--- src/rtl/imem_loader.sv ---
// Instruction-memory loader: assembles little-endian words from a byte stream and writes them at 4*i.
// Define IMEM_LOADER_CHECKSUM_EN to require a trailing XOR checksum byte before releasing cpu_hold.
module imem_loader #(
  parameter int ADDR_W = 64,
  parameter int CNT_W  = 16
) (
  input  logic              clk,
  input  logic              reset,
  input  logic              start,
  input  logic [CNT_W-1:0]  word_count,
  input  logic              byte_valid,
  input  logic [7:0]        byte_data,
  output logic              byte_ready,
  output logic              wr_en,
  output logic [ADDR_W-1:0] wr_addr,
  output logic [31:0]       wr_data,
  output logic              busy,
  output logic              done,
  output logic              err,
  output logic              cpu_hold
);

  typedef enum logic [2:0] {
    IDLE  = 3'd0,
    RECV  = 3'd1,
    WRITE = 3'd2,
`ifdef IMEM_LOADER_CHECKSUM_EN
    CHECK = 3'd4,
`endif
    DONE  = 3'd3
  } state_t;

  state_t            state_q, state_d;
  logic [CNT_W-1:0]  cnt_q, cnt_d;
  logic [CNT_W-1:0]  idx_q, idx_d;
  logic [CNT_W-1:0]  idx_inc;
  logic [1:0]        bidx_q, bidx_d;
  logic [23:0]       word_q, word_d;
  logic              byte_ready_q, byte_ready_d;
  logic              wr_en_q, wr_en_d;
  logic [ADDR_W-1:0] wr_addr_q, wr_addr_d;
  logic [31:0]       wr_data_q, wr_data_d;
  logic              busy_q, busy_d;
  logic              done_q, done_d;
  logic              cpu_hold_q, cpu_hold_d;
  logic              hs;
`ifdef IMEM_LOADER_CHECKSUM_EN
  logic [7:0]        acc_q, acc_d;
  logic              err_q, err_d;
`endif

  assign hs      = byte_valid & byte_ready_q;
  assign idx_inc = idx_q + CNT_W'(1);

  // Next-state and next-output computation for the load sequencer.
  always_comb begin
    state_d      = state_q;
    cnt_d        = cnt_q;
    idx_d        = idx_q;
    bidx_d       = bidx_q;
    word_d       = word_q;
    byte_ready_d = byte_ready_q;
    wr_en_d      = 1'b0;
    wr_addr_d    = wr_addr_q;
    wr_data_d    = wr_data_q;
    busy_d       = busy_q;
    done_d       = done_q;
    cpu_hold_d   = cpu_hold_q;
`ifdef IMEM_LOADER_CHECKSUM_EN
    acc_d        = acc_q;
    err_d        = err_q;
`endif
    case (state_q)
      IDLE, DONE: begin
        if (start) begin
          idx_d  = {CNT_W{1'b0}};
          bidx_d = 2'd0;
          word_d = 24'd0;
`ifdef IMEM_LOADER_CHECKSUM_EN
          acc_d  = 8'd0;
          err_d  = 1'b0;
`endif
          if (word_count == {CNT_W{1'b0}}) begin
            state_d      = DONE;
            byte_ready_d = 1'b0;
            busy_d       = 1'b0;
            done_d       = 1'b1;
            cpu_hold_d   = 1'b0;
          end else begin
            state_d      = RECV;
            cnt_d        = word_count;
            byte_ready_d = 1'b1;
            busy_d       = 1'b1;
            done_d       = 1'b0;
            cpu_hold_d   = 1'b1;
          end
        end else begin
          state_d = state_q;
        end
      end
      RECV: begin
        if (hs) begin
`ifdef IMEM_LOADER_CHECKSUM_EN
          acc_d = acc_q ^ byte_data;
`endif
          if (bidx_q == 2'd3) begin
            state_d      = WRITE;
            byte_ready_d = 1'b0;
            wr_en_d      = 1'b1;
            wr_addr_d    = ADDR_W'({idx_q, 2'b00});
            wr_data_d    = {byte_data, word_q};
            bidx_d       = 2'd0;
          end else begin
            case (bidx_q)
              2'd0:    word_d[7:0]   = byte_data;
              2'd1:    word_d[15:8]  = byte_data;
              2'd2:    word_d[23:16] = byte_data;
              default: word_d        = word_q;
            endcase
            bidx_d = bidx_q + 2'd1;
          end
        end else begin
          state_d = RECV;
        end
      end
      WRITE: begin
        idx_d = idx_inc;
        if (idx_inc == cnt_q) begin
`ifdef IMEM_LOADER_CHECKSUM_EN
          state_d      = CHECK;
          byte_ready_d = 1'b1;
`else
          state_d      = DONE;
          byte_ready_d = 1'b0;
          busy_d       = 1'b0;
          done_d       = 1'b1;
          cpu_hold_d   = 1'b0;
`endif
        end else begin
          state_d      = RECV;
          byte_ready_d = 1'b1;
        end
      end
`ifdef IMEM_LOADER_CHECKSUM_EN
      CHECK: begin
        if (hs) begin
          state_d      = DONE;
          byte_ready_d = 1'b0;
          busy_d       = 1'b0;
          done_d       = 1'b1;
          if (byte_data == acc_q) begin
            err_d      = 1'b0;
            cpu_hold_d = 1'b0;
          end else begin
            err_d      = 1'b1;
            cpu_hold_d = 1'b1;
          end
        end else begin
          state_d = CHECK;
        end
      end
`endif
      default: begin
        // Unreachable encodings fall back to a quiet, CPU-held idle.
        state_d      = IDLE;
        byte_ready_d = 1'b0;
        busy_d       = 1'b0;
        done_d       = 1'b0;
        cpu_hold_d   = 1'b1;
      end
    endcase
  end

  // State and registered outputs; reset discards any partial word and re-holds the CPU.
  always_ff @(posedge clk or posedge reset) begin
    if (reset) begin
      state_q      <= IDLE;
      cnt_q        <= {CNT_W{1'b0}};
      idx_q        <= {CNT_W{1'b0}};
      bidx_q       <= 2'd0;
      word_q       <= 24'd0;
      byte_ready_q <= 1'b0;
      wr_en_q      <= 1'b0;
      wr_addr_q    <= {ADDR_W{1'b0}};
      wr_data_q    <= 32'd0;
      busy_q       <= 1'b0;
      done_q       <= 1'b0;
      cpu_hold_q   <= 1'b1;
`ifdef IMEM_LOADER_CHECKSUM_EN
      acc_q        <= 8'd0;
      err_q        <= 1'b0;
`endif
    end else begin
      state_q      <= state_d;
      cnt_q        <= cnt_d;
      idx_q        <= idx_d;
      bidx_q       <= bidx_d;
      word_q       <= word_d;
      byte_ready_q <= byte_ready_d;
      wr_en_q      <= wr_en_d;
      wr_addr_q    <= wr_addr_d;
      wr_data_q    <= wr_data_d;
      busy_q       <= busy_d;
      done_q       <= done_d;
      cpu_hold_q   <= cpu_hold_d;
`ifdef IMEM_LOADER_CHECKSUM_EN
      acc_q        <= acc_d;
      err_q        <= err_d;
`endif
    end
  end

  assign byte_ready = byte_ready_q;
  assign wr_en      = wr_en_q;
  assign wr_addr    = wr_addr_q;
  assign wr_data    = wr_data_q;
  assign busy       = busy_q;
  assign done       = done_q;
  assign cpu_hold   = cpu_hold_q;
`ifdef IMEM_LOADER_CHECKSUM_EN
  assign err        = err_q;
`else
  assign err        = 1'b0;
`endif

endmodule

--- config.mk ---
export PLATFORM = sky130hd
export DESIGN_NAME = imem_loader
export DESIGN_NICKNAME = d
export VERILOG_FILES = /design/src/rtl/imem_loader.sv
export SDC_FILE = /design/constraint.sdc
export NUM_CORES = 1
export LEC_CHECK = 0
export ABC_AREA = 1
export CORE_MARGIN = 8
export CORE_UTILIZATION = 50
export CTS_BUF_LIST = sky130_fd_sc_hd__clkbuf_4
export CTS_CLUSTER_DIAMETER = 200
export DETAILED_ROUTE_END_ITERATION = 8
export PLACE_DENSITY = 0.83
export SLEW_MARGIN = 0
export SYNTH_ARGS = -nofsm -noshare
export SYNTH_HDL_FRONTEND = slang
export SYNTH_SLANG_ARGS = --single-unit
--- constraint.sdc ---
create_clock -name clk -period 5.78 [get_ports clk]
set_clock_uncertainty 0.2 [all_clocks]
set_input_delay 1.445 -clock clk [delete_from_list [all_inputs] [get_ports clk]]
set_output_delay 1.445 -clock clk [all_outputs]
set_load 0.1 [all_outputs]
==> results of run 1 <==
==> how the worst max path moves through the flow <==
stage                               startpoint                     end  cells after the start
after floorplan                          reset   bidx_q[0]$_DFFE_PP0P_                      1
after global placement              byte_valid  wr_addr[9]$_DFFE_PP0P_                      9
after detailed placement            byte_valid  word_q[16]$_DFFE_PP0P_                      8
after CTS                 cpu_hold$_DFFE_PP1P_                cpu_hold                      1
after global routing      cpu_hold$_DFFE_PP1P_                cpu_hold                      1
final                     cpu_hold$_DFFE_PP1P_                cpu_hold                      1
==> cells in the final DEF, fill, tap and decap left out, drive strengths merged <==
master / instances
a21oi: 3
a41oi: 1
buf: 5
bufinv: 3
clkbuf: 18
clkdlybuf4s50: 80
clkinv: 9
clkinvlp: 2
conb: 49
dfrtp: 112
dfstp: 1
diode: 1
ha: 7
inv: 53
mux2: 1
nand2: 250
nand3: 44
nand4: 12
nor2: 31
nor4: 4
o211ai: 3
o21ai: 71
o22ai: 7
or2: 1
xor2: 1
==> state kept, by name (all words and copies together), names as in the netlist <==
signal      flops
bidx_q          2
busy            1
byte_ready      1
cnt_q          16
cpu_hold        1
done            1
idx_q          16
state_q         2
word_q         24
wr_addr        16
wr_data        32
wr_en           1
==> stage by stage <==
stage            util  setup slack [ns]  total power, mW  hold WS, ns
6_report       0.6078             1.939            3.831       0.2786
3_5_place_dp   0.5796             2.115            3.233       0.2569
4_1_cts        0.6076             1.899            3.846       0.2806
2_1_floorplan       -             1.149            2.772       0.2502
3_3_place_gp   0.5796             2.193            3.189       0.2542
5_1_grt        0.6078             1.851            4.039       0.3033
==> power by group through the flow <==
stage	Clock (mW)	Sequential (mW)	Combinational, mW
final	0.611	1.20	2.02
after global routing	0.656	1.23	2.16
after CTS	0.619	1.20	2.03
after detailed placement	0	1.21	2.02
after global placement	0	1.20	1.98
after floorplan	0	2.06	0.715
==> final cells by class <==
type	instances	area [sq um]
clock buffer	18	135.1
sequential	113	2829
multi-input combinational	485	2181
fill	934	4214
antenna	1	2.502
clock inverter	13	165.2
tap	140	175.2
inverter	54	205.2
timing repair buffer	85	838.3
==> per-layer routing <==
layer  vias to the layer above  global-route usage  routed length [um]
met2                       165              0.2730                5841
met5                         -                   0                   0
met3                        19             0.04709                 949
met4                         0             0.05933                 184
met1                      2132              0.2343                5763
li1                       2215                   -                   -
==> logic make-up (layout without fill, tap and decap cells) <==
family                     Yosys count  in the layout  share of synthesized area
xor gates and xnor gates             1              1                   0.001603
adders and majority gates            7              7                    0.01603
other                                1             50                  0.0006863
buffers and inverters              120            170                     0.1161
muxes                                1              1                   0.002061
and+or+nand+nor                    342            342                     0.2643
DFF                                113            113                     0.5177
AOI/OAI and AO/OA                   85             85                    0.08152
==> results.json, run 1 <==
{
  "run_status": "complete, no violations",
  "max-cap-violations": 0,
  "crit_type": "reg2out",
  "cp_data_arrival_time_ns": 2.20,
  "cpMaxStageDelayCell": "clkdlybuf4s50_1",
  "grt_antenna_before_repair": 1,
  "intPower_mw": 1.788,
  "holdCritStartpoint": "cpu_hold$_DFFE_PP1P_",
  "worstReg2RegEnd": "wr_addr[10]$_DFFE_PP0P_",
  "report.final.setup_viol": 0,
  "design.portCount": 130,
  "worstSetupStartpointType": "flop",
  "port_buffers": 80,
  "die-width_um": 120.5,
  "cts_sinks": 113,
  "routedWlPerCell_um": 14.01,
  "detailed_place_hpwl_um": 9424,
  "layout.cell_area.non_filler_sq_mm": 0.006531,
  "min_delay_worst_endpoint": "cpu_hold$_DFFE_PP1P_",
  "holdCritPathClass": "reg2reg",
  "number_of_enable_type_register_cells_in_the_synthesized_netlist": 0,
  "htree_levels": 4,
  "wl_um": 12740,
  "worstHoldPathCells": 2,
  "post_cts_gate_resize_count": 0,
  "cts_inserted_buffers": 17,
  "post_route_cells_drive_above_1_share": 0.07031,
  "clock_latency_on_the_worst_skew_pair_ns": 0.52,
  "worstSetupEndpointType": "output pin",
  "place_inst": 877,
  "first_pass_iters": 5,
  "fp-row-count": 38,
  "worst_setup_hold_path_clk_slew_ns": 0.10,
  "worst_slew_pin_slew_ns": 1.134,
  "final_cell_count_no_fill": 909,
  "first_global_vias": 4251,
  "synth.ff_latch_count": 113,
  "vias_per_cell": 4.985,
  "cts_tree": "done",
  "finalMaxSlewViolations": 0,
  "cpLargestDelayFamily": "buffers and inverters",
  "routabilityCongestion": 0.8772,
  "synth_cells": 670,
  "floorplan.initialDensity": 0.5085,
  "largest_net_degree_at_the_start_of_global_routing": 82,
  "final_min_period_over_clock_period": 0.6646,
  "r2r-start": "state_q[1]$_DFFE_PP0P_",
  "synth.area.top_cells": "dfrtp_1 51%, nand2_1 17%, buf_4 6.7%, o21ai_0 6.5%, nand3_1 3.8%",
  "yosysTopAreaCellShare": 0.5129,
  "maxClockFrequency_ghz": 0.2603,
  "crit_path_max_incr_delay_ns": 1.13,
  "grtUsageTotal": 0.1760,
  "die_height_um": 120.5,
  "power.switching_fraction": 0.5333,
  "core_area_sq_mm": 0.01075,
  "cp_data_required_time_ns": 4.14,
  "power.static_leakage_nw": 3.170,
  "total_die_area_sq_mm": 0.01453,
  "rsz_0062_raised_after_global_routing": "false",
  "pwr_density_cell_mw_per_mm2": 586.6,
  "critical_path_maximum_fanout": 2,
  "synthToLayoutAreaGrowth_pct": 19.53,
  "power.share.combinational": 0.527,
  "grt_overflow": 0,
  "worstPathCellList": "clkdlybuf4s50_1",
  "power.switching_mw": 2.043,
  "yosys_most_used_dff": "dfrtp_1",
  "synth.avg_cell_area_sq_um": 8.155,
  "grt_pass1_wl_um": 20790,
  "finalNetCount": 791,
  "clock_tree.root_cell": "clkbuf_4",
  "initialDrtViolationCount": 327,
  "yosysMostFrequentCell": "nand2_1",
  "reg_to_reg_setup_timing_slack_ns": 2.82,
  "power.share.clock": 0.160,
  "clock_path_buffers": 2,
  "setup_tns_ns": 0,
  "synth_area_leader_cell": "dfrtp_1",
  "drc": 0,
  "number_of_antenna_violating_nets_in_the_routed_design": 0,
  "synth_area_sq_mm": 0.005464,
  "reg2regPathDepth": 10,
  "placed_cell_area_sq_mm": 0.006228,
  "synth_cell_type_count": 26,
  "yosysSeqAreaShare": 0.5177,
  "ys.warnings.count": 0,
  "synth.top_cells.by_count": "247 x nand2_1, 112 x dfrtp_1, 71 x o21ai_0",
  "max-vdd-ir-drop_v": 0.0003811,
  "p_seq_frac": 0.313,
  "finalWorstPathRequiredPeriod_ns": 3.841,
  "final_hold_viol_count": 0,
  "via_count": 4531,
  "maxSlewHeadroom": 0.2410,
  "cp.buffers_inverters": 1,
  "number_of_buffers_inserted_for_hold_repair_after_clock_tree_synthesis": 0,
  "async_reset_ff_frac": 1.000,
  "cts_setup_buffers": 0
}
Note: power is estimated with default switching activity, not from simulation.
==> run 2: changes to the inputs <==
Settings changed: CORE_UTILIZATION 50 to 47, PLACE_DENSITY 0.83 to 0.82.
Clock period 5.78 ns to 3.2 ns, I/O delays scaled along.
==> run 2 against run 1 <==
Register-to-register slack lost 2.3 ns. Combinational power increased by 78%. First-iteration DRC count increased by 33%. Worst hold slack lost 0.0029 ns. Wire length shrank 3.8%. Highest routed layer unchanged. Critical endpoint is now word_q[1]$_DFFE_PP0P_.
==> results.json, run 2 (synthesis results as in run 1) <==
{
  "run_status": "complete, no violations",
  "cts_setup_buffers": 0,
  "port_buffers": 80,
  "detailed_place_hpwl_um": 9028,
  "power.switching_fraction": 0.5584,
  "final_common_cell": "nand2_1",
  "rsz_0062_raised_after_global_routing": "false",
  "r2r-start": "state_q[0]$_DFFE_PP0P_",
  "largest_net_degree_at_the_start_of_global_routing": 114,
  "place_inst": 882,
  "use_met1": 0.2208,
  "worstReg2RegEnd": "word_q[1]$_DFFE_PP0P_",
  "clock_tree.root_cell": "clkbuf_4",
  "cp_endpoint": "word_q[1]$_DFFE_PP0P_",
  "commonest_non_fill_non_tap_cells_in_the_layout": "247 x nand2_1, 112 x dfrtp_1, 71 x o21ai_0",
  "core_area_sq_mm": 0.01137,
  "die_height_um": 123.8,
  "wl_um": 12260,
  "report.power.total_mw": 6.705,
  "fin_worst_hold_slack_ns": 0.2757,
  "die-width_um": 123.8,
  "groute.layer.met3.usage": 0.04261,
  "startpoint_of_the_worst_setup_timing_path": "state_q[0]$_DFFE_PP0P_",
  "reg_to_reg_setup_timing_slack_ns": 0.55,
  "pwr_density_cell_mw_per_mm2": 1051,
  "worstHoldPathCells": 2,
  "placed_cell_area_sq_mm": 0.006128,
  "grt_pass1_wl_um": 19560,
  "grtUsageTotal": 0.1616,
  "layout.cell_area.non_filler_sq_mm": 0.006382,
  "critical_path_maximum_fanout": 16,
  "cpMaxStageDelayCell": "o211ai_1",
  "cp_data_arrival_time_ns": 2.86,
  "initialDrtViolationCount": 436,
  "cts_tree": "done",
  "gr-usage-met2": 0.2447,
  "path_common_cell": "o21ai_0",
  "power.share.clock": 0.141,
  "clock_latency_on_the_worst_skew_pair_ns": 0.52,
  "maxClockFrequency_ghz": 0.3780,
  "first_global_vias": 4050,
  "p_seq_frac": 0.322,
  "intPower_mw": 2.961,
  "floorplan.initialDensity": 0.4806,
  "postLayoutSetupSlackWorst_ns": 0.5545,
  "synthToLayoutAreaGrowth_pct": 16.81,
  "crit_type": "reg2reg",
  "pre_cts_slack_ns": -0.02900,
  "worstSetupEndpointType": "flop",
  "power.static_leakage_nw": 3.260,
  "cts_inserted_buffers": 17,
  "cts_sinks": 113,
  "maxSlewHeadroom": 0.2466,
  "post_route_cells_drive_above_1_share": 0.1453,
  "cp_data_required_time_ns": 3.42,
  "number_of_buffers_inserted_for_hold_repair_after_clock_tree_synthesis": 0,
  "finalWorstPathRequiredPeriod_ns": 2.645,
  "largest_register_ffs": 32,
  "vias_per_cell": 4.840,
  "num-fill-cells": 1075,
  "grt_antenna_before_repair": 1,
  "finalMaxSlewViolations": 0,
  "worst_slew_pin_slew_ns": 1.126,
  "post_cts_gate_resize_count": 0,
  "max-vdd-ir-drop_v": 0.0007635,
  "worstSetupStartpointType": "flop",
  "power.switching_mw": 3.744,
  "clock_path_buffers": 2,
  "drc": 0,
  "crit_path_max_incr_delay_ns": 0.50,
  "max-cap-violations": 0,
  "holdCritPathClass": "reg2reg",
  "design.portCount": 130,
  "htree_levels": 4,
  "worst_setup_hold_path_clk_slew_ns": 0.12,
  "routedWlPerCell_um": 13.40,
  "finalNetCount": 793,
  "final_cell_count_no_fill": 915,
  "first_pass_iters": 5,
  "fp-row-count": 39,
  "grt.busiest_layer": "met2",
  "final_hold_viol_count": 0,
  "number_of_antenna_violating_nets_in_the_routed_design": 0,
  "via_count": 4429,
  "total_die_area_sq_mm": 0.01533,
  "report.final.setup_viol": 0,
  "reg2regPathDepth": 6,
  "worstPathCellList": "ha_1 > nand2_1 > o21ai_0 > nor2_1 > o211ai_1 > o21ai_0",
  "grt_overflow": 0,
  "final_min_period_over_clock_period": 0.8267,
  "routabilityCongestion": 0.8797,
  "power.share.combinational": 0.537
}
-- run 2: cell types whose count changed in the layout (fill, tap and decap cells not counted), moves of 2 or more --
| cell | before | now |
|---|---|---|
| buf_4 | 5 | 59 |
| bufinv_16 | 3 | 0 |
| clkdlybuf4s50_1 | 80 | 27 |
| clkinv_1 | 3 | 1 |
| clkinv_2 | 0 | 2 |
| clkinv_4 | 6 | 3 |
| inv_6 | 0 | 7 |
-- run 2: critical path, delay by kind of cell (launching register included) --
| family | cells | cell delay [ns] |
|---|---|---|
| AOI/OAI and AO/OA | 3 | 0.94 |
| DFF | 1 | 0.43 |
| and+or+nand+nor | 2 | 0.56 |
| adders and majority gates | 1 | 0.41 |
-- run 2: area by class of cell --
| type | count | area, sq um | share of cell area |
|---|---|---|---|
| Antenna cell | 1 | 2.502 | 0.0003921 |
| Clock buffer | 17 | 127.6 | 0.02000 |
| Clock inverter | 15 | 123.9 | 0.01941 |
| Inverter | 54 | 206.4 | 0.03235 |
| Multi-Input combinational cell | 485 | 2181 | 0.3417 |
| Sequential cell | 113 | 2829 | 0.4432 |
| Tap cell | 143 | 178.9 | 0.02803 |
| Timing Repair Buffer | 87 | 733.2 | 0.1149 |
-- run 2: through the flow --
stage | util | setup TNS (ns)
global placement | 0.5390 | 0
floorplan | - | 0
detailed placement | 0.5390 | -0.02900
finish | 0.5614 | 0
CTS | 0.5611 | 0
global route | 0.5614 | 0
-- run 2: how the worst min path moves through the flow --
stage	to	start	slack, ns
floorplan	wr_data[0]$_DFFE_PP0P_	word_q[0]$_DFFE_PP0P_	0.25
global placement	cpu_hold$_DFFE_PP1P_	cpu_hold$_DFFE_PP1P_	0.25
detailed placement	cpu_hold$_DFFE_PP1P_	cpu_hold$_DFFE_PP1P_	0.26
CTS	cpu_hold$_DFFE_PP1P_	cpu_hold$_DFFE_PP1P_	0.27
global route	cpu_hold$_DFFE_PP1P_	cpu_hold$_DFFE_PP1P_	0.29
finish	cpu_hold$_DFFE_PP1P_	cpu_hold$_DFFE_PP1P_	0.28
-- run 2: power groups by stage --
stage | clock network, mW | registers (mW) | logic (mW)
detailed placement | 0 | 2.18 | 3.61
finish | 0.947 | 2.16 | 3.60
CTS | 0.970 | 2.15 | 3.61
global placement | 0 | 2.16 | 3.56
floorplan | 0 | 3.72 | 1.29
global route | 1.03 | 2.22 | 3.83
-- run 2: per-layer routing --
layer  vias up  share of wire
li1       2242              -
met1      2005           0.47
met2       173           0.45
met3         9          0.077
met4         0         0.0079
met5         -              0
